<file path="config.mk">
export PLATFORM = sky130hd
export DESIGN_NAME = imem_loader
export DESIGN_NICKNAME = d
export VERILOG_FILES = /design/src/rtl/imem_loader_pkg.sv /design/src/rtl/byte_packer.sv /design/src/rtl/imem_loader.sv
export SDC_FILE = /design/constraint.sdc
export NUM_CORES = 1
export LEC_CHECK = 0
export CORE_MARGIN = 3
export CORE_UTILIZATION = 55
export CTS_CLUSTER_DIAMETER = 80
export CTS_CLUSTER_SIZE = 28
export DETAILED_ROUTE_END_ITERATION = 8
export GPL_TIMING_DRIVEN = 0
export HOLD_SLACK_MARGIN = 0.03
export PLACE_DENSITY = 0.83
export SLEW_MARGIN = 10
export SYNTH_ARGS = -nofsm -noshare
export SYNTH_HDL_FRONTEND = slang
export SYNTH_SLANG_ARGS = --single-unit
</file>
<file path="constraint.sdc">
create_clock -name clk -period 3.9 [get_ports clk]
set_input_delay 0.78 -clock clk [delete_from_list [all_inputs] [get_ports clk]]
set_output_delay 0.78 -clock clk [all_outputs]
set_load 0.03 [all_outputs]
</file>
<file path="src/rtl/imem_loader_pkg.sv">
// Shared types and helpers for the instruction-memory loader.
package imem_loader_pkg;

  typedef enum logic [2:0] {
    IDLE,
    COLLECT,
    WRITE,
    DONE,
    ERROR
  } state_e;

  localparam int unsigned BYTES_PER_WORD = 4;

  // Number of 32-bit words addressable with an addr_w-bit byte address.
  function automatic int unsigned cap_words(input int unsigned addr_w);
    return (32'd1 << addr_w) / BYTES_PER_WORD;
  endfunction

endpackage

</file>
<file path="src/rtl/byte_packer.sv">
// Shifts incoming bytes into a 32-bit word; word_c is the value the register takes next.
module byte_packer #(
  parameter bit BIG_ENDIAN = 1'b0
) (
  input  logic        clk,
  input  logic        rst,
  input  logic        shift_en,
  input  logic        clear,
  input  logic [7:0]  byte_in,
  output logic [31:0] word_c
);

  logic [31:0] word_q;

  // Little-endian shifts right so the first byte ends in [7:0]; big-endian shifts left.
  always_comb begin
    word_c = word_q;
    if (clear) begin
      word_c = '0;
    end else if (shift_en) begin
      if (BIG_ENDIAN) word_c = {word_q[23:0], byte_in};
      else            word_c = {byte_in, word_q[31:8]};
    end
  end

  always_ff @(posedge clk or negedge rst) begin
    if (!rst) word_q <= '0;
    else      word_q <= word_c;
  end

endmodule

</file>
<file path="src/rtl/imem_loader.sv">
// Packs a byte stream into 32-bit words, writes them to instruction memory, then releases the core.
module imem_loader
  import imem_loader_pkg::*;
#(
  parameter int unsigned ADDR_W     = 8,
  parameter bit          BIG_ENDIAN = 1'b0
) (
  input  logic              clk,
  input  logic              rst,
  input  logic              load_req,
  input  logic [ADDR_W-2:0] num_words,
  input  logic [7:0]        byte_data,
  input  logic              byte_valid,
  output logic              byte_ready,
  output logic              mem_we,
  output logic [ADDR_W-1:0] mem_addr,
  output logic [31:0]       mem_wdata,
  output logic              busy,
  output logic              start,
  output logic              err
);

  localparam int unsigned NW_W = ADDR_W - 1;
  localparam int unsigned WA_W = ADDR_W - 2;
  localparam int unsigned CAP  = cap_words(ADDR_W);

  state_e            state_q, state_d;
  logic [NW_W-1:0]   word_cnt_q, word_cnt_d, word_cnt_inc;
  logic [NW_W-1:0]   num_words_q, num_words_d;
  logic [1:0]        byte_cnt_q, byte_cnt_d;
  logic [ADDR_W-1:0] addr_d;
  logic [31:0]       wdata_d;
  logic              idle_like_c, len_ok_c;
  logic              pack_shift_c, pack_clear_c;
  logic [31:0]       pack_word_c;

  // Packer controls depend only on registered state and inputs, keeping the comb path acyclic.
  assign idle_like_c  = (state_q == IDLE) || (state_q == DONE) || (state_q == ERROR);
  assign len_ok_c     = (num_words != '0) && (32'(num_words) <= CAP);
  assign pack_shift_c = (state_q == COLLECT) && byte_valid;
  assign pack_clear_c = idle_like_c && load_req && len_ok_c;
  assign word_cnt_inc = word_cnt_q + NW_W'(1);

  byte_packer #(
    .BIG_ENDIAN (BIG_ENDIAN)
  ) u_packer (
    .clk      (clk),
    .rst      (rst),
    .shift_en (pack_shift_c),
    .clear    (pack_clear_c),
    .byte_in  (byte_data),
    .word_c   (pack_word_c)
  );

  always_comb begin
    state_d     = state_q;
    word_cnt_d  = word_cnt_q;
    byte_cnt_d  = byte_cnt_q;
    num_words_d = num_words_q;
    addr_d      = mem_addr;
    wdata_d     = mem_wdata;
    case (state_q)
      IDLE, DONE, ERROR: begin
        if (load_req) begin
          num_words_d = num_words;
          if (num_words == '0) begin
            state_d = DONE;
          end else if (!len_ok_c) begin
            state_d = ERROR;
          end else begin
            state_d    = COLLECT;
            word_cnt_d = '0;
            byte_cnt_d = '0;
          end
        end
      end
      COLLECT: begin
        if (byte_valid) begin
          byte_cnt_d = byte_cnt_q + 2'd1;
          if (byte_cnt_q == 2'd3) begin
            state_d = WRITE;
            addr_d  = {word_cnt_q[WA_W-1:0], 2'b00};
            wdata_d = pack_word_c;
          end
        end
      end
      WRITE: begin
        word_cnt_d = word_cnt_inc;
        state_d    = (word_cnt_inc == num_words_q) ? DONE : COLLECT;
      end
      default: state_d = IDLE;
    endcase
  end

  // Outputs are registered from the next state so they line up with the state they describe.
  always_ff @(posedge clk or negedge rst) begin
    if (!rst) begin
      state_q     <= IDLE;
      word_cnt_q  <= '0;
      byte_cnt_q  <= '0;
      num_words_q <= '0;
      byte_ready  <= 1'b0;
      mem_we      <= 1'b0;
      mem_addr    <= '0;
      mem_wdata   <= '0;
      busy        <= 1'b0;
      start       <= 1'b0;
      err         <= 1'b0;
    end else begin
      state_q     <= state_d;
      word_cnt_q  <= word_cnt_d;
      byte_cnt_q  <= byte_cnt_d;
      num_words_q <= num_words_d;
      byte_ready  <= (state_d == COLLECT);
      mem_we      <= (state_d == WRITE);
      mem_addr    <= addr_d;
      mem_wdata   <= wdata_d;
      busy        <= (state_d == COLLECT) || (state_d == WRITE);
      start       <= (state_d == DONE);
      err         <= (state_d == ERROR);
    end
  end

endmodule

</file>
==> results.txt, run 1 <==
STA classifies the critical path startpoint as an input port. dfrtp_1 takes more of the synthesized area than any other cell. The number of synthesized flops with an enable pin is 0. In the post-synthesis netlist, the biggest area contributors are dfrtp_1, mux2_2, nand2_1, a21oi_1, o21ai_0.

0 antenna diodes ended up in the layout. Setup repair after global routing left no endpoint under its margin. In this run the standard cell core region covers 6420 µm².

The total routed wirelength came out at 7450 µm. The critical path arrival is 2.84 ns. The total setup buffers inserted after CTS is 0.

The sequential-to-total area share from yosys stat is 58.6%. The fraction of final layout cells with drive strength greater than 1 came out at 21.3%. The synthesized netlist occupies a cell area of 3670 µm². The worst supply voltage drop on vdd is 497 µV. For this run, the leading register cell type out of synthesis is dfrtp_1. For this design, the CTS-stage hold fixing added 0 buffers. Along the worst path, the maximum fanout reaches 9.

The number of nets in the final layout is 407. Hold is met by 0.381 ns. The worst hold-check path type is input port to asynchronous set/reset pin. In this run the critical register-to-register path is launched from state_q[1]. Of the available clock period, the critical path in the final layout requires 67.3%.

The synthesized netlist cell count is 313. The layout has 454 filler cells. The first global-routing pass estimated 12,000 µm of wire.

The max-capacitance violation count is 0. The end of the worst register-to-register path is word_cnt_q[5]. The total of endpoints with negative setup slack in the final report is 0. The final antenna-violating net count came out at 0. The reg-to-reg setup timing slack came out at 1.90 ns. The number of resized instances in the post-cts repair step came out at 0. Dividing the detail-routed wire length by the instance count gives 15.9 µm. The final sum of negative setup slack came out at 0 ns. The worst slew margin relative to its limit came out at 60.2%. The layer with the highest usage is met2. The number of buffers on the longest clock path came out at 2. The count of state elements after synthesis is 86. The final max-slew violation count is 0. The measured slew at the worst slew-check pin is 0.597 ns.

The overall die area is 7690 µm². The critical path is of the input port to flip-flop type. The count of buffers added on input and output ports is 60. The routed layout has 2,576 vias.

Entering global routing, the biggest net connects 52 pins. The initial antenna violation count is 0. The required time of the critical path came out at 4.12 ns. The total leakage power came out at 2.11 nW. The number of global-route vias before repair came out at 2,487. The commonest cells after synthesis are dfrtp_1, nand2_1, mux2_2, a21oi_1, o21ai_0. The footprint of the multi-input gates is 1390 µm². The cell depth of the worst flop-to-flop path is 5. The clock-pin slew on the worst setup and hold paths is 0.08 ns. The maximum frequency from static timing analysis is 0.381 GHz. The clock skew after layout is 0.00418 ns. For this run, asynchronously set or reset flops after synthesis account for 100%.

The combined flip-flop and latch cell area is 2150 µm². The sum of internal, switching and leakage power came out at 3.54 mW. The horizontal die dimension is 87.7 µm.

The area share of the largest cell type after synthesis is 58.6%. Yosys instantiated no cell more often than dfrtp_1. The clock latency on the worst-skew pair came out at 0.35 ns. The met1 usage is 28.4%. For this configuration, the core starts out at a cell density of 57.2%.

The clock tree from TritonCTS is done. The post-synthesis to final-layout area growth is 24.9%. Each instance of the synthesized netlist takes up on average 11.7 µm². The detailed router's first-iteration violation count is 157. The number of unique standard cell types used by synthesis came out at 41. Global routing consumed, on the met2 layer, 32.2% of the routing resources. The root buffer cell chosen for the clock tree is clkbuf_8. The HPWL after detailed placement is 5190 µm. The clock drives 86 sinks.

The number of vias per cell after detailed routing is 5.52. Before CTS, the worst setup slack after placement is 0.924 ns. The total of warnings raised by yosys is 0. The capturing element type of the critical path is a flip-flop.

The number of rows in the core area came out at 29. Pin placement for this block handled 64 I/O pins. The aggregate global-route resource usage came out at 20.8%. The congestion estimate from routability-driven global placement came to 0.860. The total DRC errors in the routed layout is 0.

The number of CTS-inserted buffers came out at 9. CTS built an H-tree with a depth of 3. The global-route track usage on met3 is 3.67%. The height of the die came out at 87.7 µm.

Power spread over the standard cell area amounts to 773 nW/µm². The routed design could run at a clock period as short as 2.62 ns. The worst path meets setup with 1.28 ns of slack. The run finished with clean final reports.

The number of hold-slack violations in the final timing report was 0. The leftover overflow at the end of global routing came out at 0. The iteration count of the initial detailed-routing pass came out at 4. The final core utilization came out at 71.4%.
[cells in the final DEF (no fill, tap or decap), drive strengths merged, types with 2 or more instances in the layout]
cell	n
clkbuf	18
a21oi	31
and2	2
nand2	61
o21a	2
xnor2	4
inv	5
ha	2
a31oi	2
mux2	44
nand3	3
nand4	3
mux2i	2
clkinv	2
nand2b	2
nand3b	2
a31o	5
xor2	5
nor2	6
buf	16
conb	2
o21ai	11
dfrtp	86
clkdlybuf4s50	59
[layer usage]
metal	vias to the layer above	part of all wire, %	routed length [µm]
met5	-	0	0
met4	0	2.6	191
met3	19	5.8	432
met2	79	48	3550
met1	1262	44	3270
li1	1216	-	-
[metrics by stage]
| stage | instance area (µm²) | std cells |
|---|---|---|
| 2_1_floorplan | 3680 | 314 |
| 3_3_place_gp | 4370 | 451 |
| 3_5_place_dp | 4400 | 452 |
| 4_1_cts | 4590 | 467 |
| 5_1_grt | 4590 | 467 |
| 6_report | 4590 | 467 |
[state kept, by name (all words and copies together) (netlist names)]
register / count
u_packer.word_q: 24
mem_we: 1
state_q: 3
byte_ready: 1
mem_wdata: 32
byte_cnt_q: 2
err: 1
mem_addr: 6
busy: 1
word_cnt_q: 7
num_words_q: 7
start: 1
[layout make-up]
class	count	area share [%]
Multi-Input combinational cell	202	30.2
Inverter	5	0.409
Timing Repair Buffer	61	13.6
Tap cell	77	2.10
Clock buffer	11	3.08
Sequential cell	86	46.9
Buffer	21	2.59
Clock inverter	4	1.04
[power by group]
| group | internal [mW] | total [mW] | switching [mW] |
|---|---|---|---|
| Combinational | 0.674 | 1.49 | 0.812 |
| Clock | 0.308 | 0.603 | 0.295 |
| Sequential | 1.23 | 1.46 | 0.229 |
| Total | 2.21 | 3.54 | 1.34 |
[worst max path at each step]
stage | cells after the start | slack (ns) | from | to
after floorplan | 5 | 1.85 | num_words[1] | word_cnt_q[5]
after global placement | 1 | -0.92 | rst | num_words_q[0]
after detailed placement | 6 | 0.92 | num_words[1] | word_cnt_q[5]
after CTS | 6 | 1.32 | num_words[1] | word_cnt_q[5]
after global routing | 6 | 1.22 | num_words[1] | word_cnt_q[5]
final | 6 | 1.28 | num_words[1] | word_cnt_q[5]
[cells by family after synthesis]
kind of cell    share of synthesized area [%]
simple gates                             10.9
compound gates                           9.51
mux                                      14.1
other cells                             0.102
flops                                    58.6
fa+ha+maj                               0.681
buf+inv                                  3.75
xor+xnor                                 2.35
[critical path, stage by stage]
cell and delay, ns:
clkdlybuf4s50_1 0.44, nor4_2 0.42, a21oi_1 0.28, nor3b_4 0.45
nand2b_1 0.33, a31oi_1 0.14
(Power assumes the default switching activity.)
==> run 2, diff against run 1 <==
CORE_UTILIZATION = 47   (was 55)
PLACE_DENSITY = 0.75   (was 0.83)
clock period = 2.3 ns   (was 3.9 ns; I/O delays follow)
==> results.txt, run 2 (synthesis gave the netlist of run 1 again) <==
The flow ran to the end, and the final reports show no timing, DRC or antenna violations. For the worst setup path, the data required time is 2.54 ns. The clock latency on the worst-skew pair is 0.35 ns. The count of nets left with antenna violations once routing finished came out at 0.

The minimum clock period after layout is 2.14 ns. The number of global-route vias before repair is 2,627. The number of hold-slack violations in the final timing report came out at 0. The height of the die is 94.4 µm. The number of nets in the final layout came out at 410. The repair_antennas step left the layout with diodes totalling 0. The aggregate global-route resource usage is 18.4%. The number of rows in the core area is 31. The total routed wirelength is 7580 µm. The total of endpoints with negative setup slack in the final report came out at 0. Summed over all failing endpoints, the final setup total negative slack is 0 ns.

The initial antenna violation count is 0. Of the cells placed in the final design, the portion with a size suffix greater than 1 is 22.1%. The worst slew margin relative to its limit is 58.9%.

Data on the critical path arrives at its endpoint at 2.38 ns. Setup repair after global routing left no endpoint under its margin. The number of vias per cell after detailed routing is 5.18. STA classifies the critical path endpoint as a flip-flop. The wire-length estimate of the detail-placed layout is 5430 µm. Counting tap cells, the placed design contains a total of 474 instances. The congestion estimate from routability-driven global placement came to 0.836. The critical path in this run is classified as input port to flip-flop. The final non-filler cell total is 493. The measured slew at the worst slew-check pin came out at 0.617 ns. The iteration count of the initial detailed-routing pass came out at 4. The highest net fanout along the worst path is 9.

The leftover overflow at the end of global routing came out at 0. Clock tree synthesis selected as its root buffer the cell clkbuf_8. The clock-pin slew on the worst setup and hold paths is 0.09 ns. The initial core utilization is 49.6%.

The worst setup path is launched from an input port. The number of flip-flops in the largest register is 32. The wire length of the first global-routing pass came out at 12,500 µm. The number of CTS-inserted buffers came out at 9. The count of fill cells added during filler insertion is 573. Among all stages on the critical path, the largest delay is contributed by clkdlybuf4s50_1. The horizontal die dimension came out at 94.4 µm. Among cell families on the critical path, the largest total delay comes from buffers and inverters. Leaving out fill and tap cells, the most frequent cell in the layout is dfrtp_1. In the final layout, the registers with the most flip-flops are mem_wdata (32), u_packer.word_q (24).

The largest single stage delay on the critical path is 0.47 ns. VDD sags by at most 730 µV. On the final layout, the worst clock skew is 0.00920 ns. The multi-input combinational cells in the finished layout cover a total of 1400 µm². The critical path buffer and inverter count came out at 3. The number of port buffers is 60.

Dividing the detail-routed wire length by the instance count gives 15.4 µm. Max-cap violations in this run came to 0. TritonCTS built the clock tree. The number of clock sinks came out at 86. Counting stages on the worst path, the most repeated cell is a21oi_1. The maximum number of pins on one net before global-route repair came out at 62.

The area growth from synthesis to layout is 26.6%. The number of top-level pins came out at 64. The number of vias in the routed layout is 2,552. The H-tree was split into 3 levels. Registers take 2150 µm².

The die covers 8910 µm². For this design the static power due to leakage is 2.13 nW. The maximum frequency from static timing analysis came out at 0.468 GHz.

The area of the placeable core came out at 7410 µm². In this run the power density over the cells is 1290 nW/µm². After layout, the worst path uses 92.9% of the clock period. The detailed router's first-iteration violation count came out at 125.

The worst hold-check path type is flip-flop to flip-flop. The total DRC errors in the routed layout came out at 0. The final max-slew violation count is 0. In the layout the commonest cells are dfrtp_1, nand2_1, clkdlybuf4s50_1. Walking the worst path, the cells encountered are clkdlybuf4s50_1, nor4_4, a21oi_1, nor3b_4, buf_4, buf_2, a21oi_1. The register name with the most flops is mem_wdata. The longest clock path from root to sink contains 2 buffers.
## run 2: cell types whose count changed in the layout (fill, tap and decap cells not counted)
cell	delta
buf_4	+2
bufinv_16	-1
clkbuf_1	-1
clkinv_2	-2
clkinv_4	+1
dlygate4sd3_1	+1
inv_6	+4
nor4_2	-1
nor4_4	+1
## run 2: report_power, final
| group | switching (mW) | internal (mW) |
|---|---|---|
| clock | 0.567 | 0.439 |
| sequential | 0.393 | 2.08 |
| combinational | 1.38 | 1.15 |
| total | 2.34 | 3.67 |
## run 2: cell type report
cell class	instances	share of cell area, %
clock inverters	6	1.10
multi-input cells	202	30.0
plain buffers	21	2.56
clock buffers	10	2.96
repair buffers	64	14.0
flip-flops and latches	86	46.3
well taps	99	2.66
inverters	5	0.404
## run 2: timing repair
action                                 in CTS  in global routing
endpoints found under the hold margin      25                  0
setup endpoints to repair                   6                 29
pin swaps                                   1                  0
hold buffers                                1                  0
setup buffers                               2                  0
gates cloned                                0                  0
gates resized for setup                     0                  1
## run 2: metrics by stage
| stage | hold WS [ns] | util, % | setup slack (ns) | cell area (µm²) | power, mW |
|---|---|---|---|---|---|
| 6_report | 0.501 | 62.7 | 0.163 | 4650 | 6.01 |
| 5_1_grt | 0.534 | 62.7 | 0.0178 | 4650 | 6.38 |
| 4_1_cts | 0.503 | 62.6 | 0.0958 | 4640 | 6.04 |
| 3_5_place_dp | 0.395 | 59.7 | -0.406 | 4430 | 5.02 |
| 3_3_place_gp | 0.467 | 59.4 | -2.28 | 4400 | 4.92 |
| 2_1_floorplan | 0.164 | - | 0.574 | 3680 | 4.09 |
## run 2: worst paths after layout
kind | startpoint | end | slack (ns) | cells past startpoint
hold / removal | mem_addr[6] | mem_addr[6] | 0.50 | 2
max in group asynchronous | rst | word_cnt_q[5] | 1.16 | 3
setup reg to reg | word_cnt_q[0] | busy | 0.38 | 6
setup / recovery | num_words[1] | u_packer.word_q[20] | 0.16 | 7
min in group asynchronous | rst | mem_wdata[7] | 0.54 | 2
hold reg to reg | mem_addr[6] | mem_addr[6] | 0.50 | 2
## run 2: worst min-delay path: cells and delay by family, from the launching register on
kind / cells / cell delay, ns
DFF: 1 / 0.36
AOI/OAI and AO/OA: 1 / 0.06
and+or+nand+nor: 1 / 0.05
## run 2: routing by layer
metal | vias up | routed length [µm] | share of wire (%) | GRT usage [%]
met3 | 12 | 395 | 5.2 | 4.22
met1 | 1255 | 3390 | 45 | 24.5
li1 | 1221 | - | - | -
met5 | - | 0 | 0 | 0
met4 | 0 | 157 | 2.1 | 7.10
met2 | 64 | 3630 | 48 | 29.6
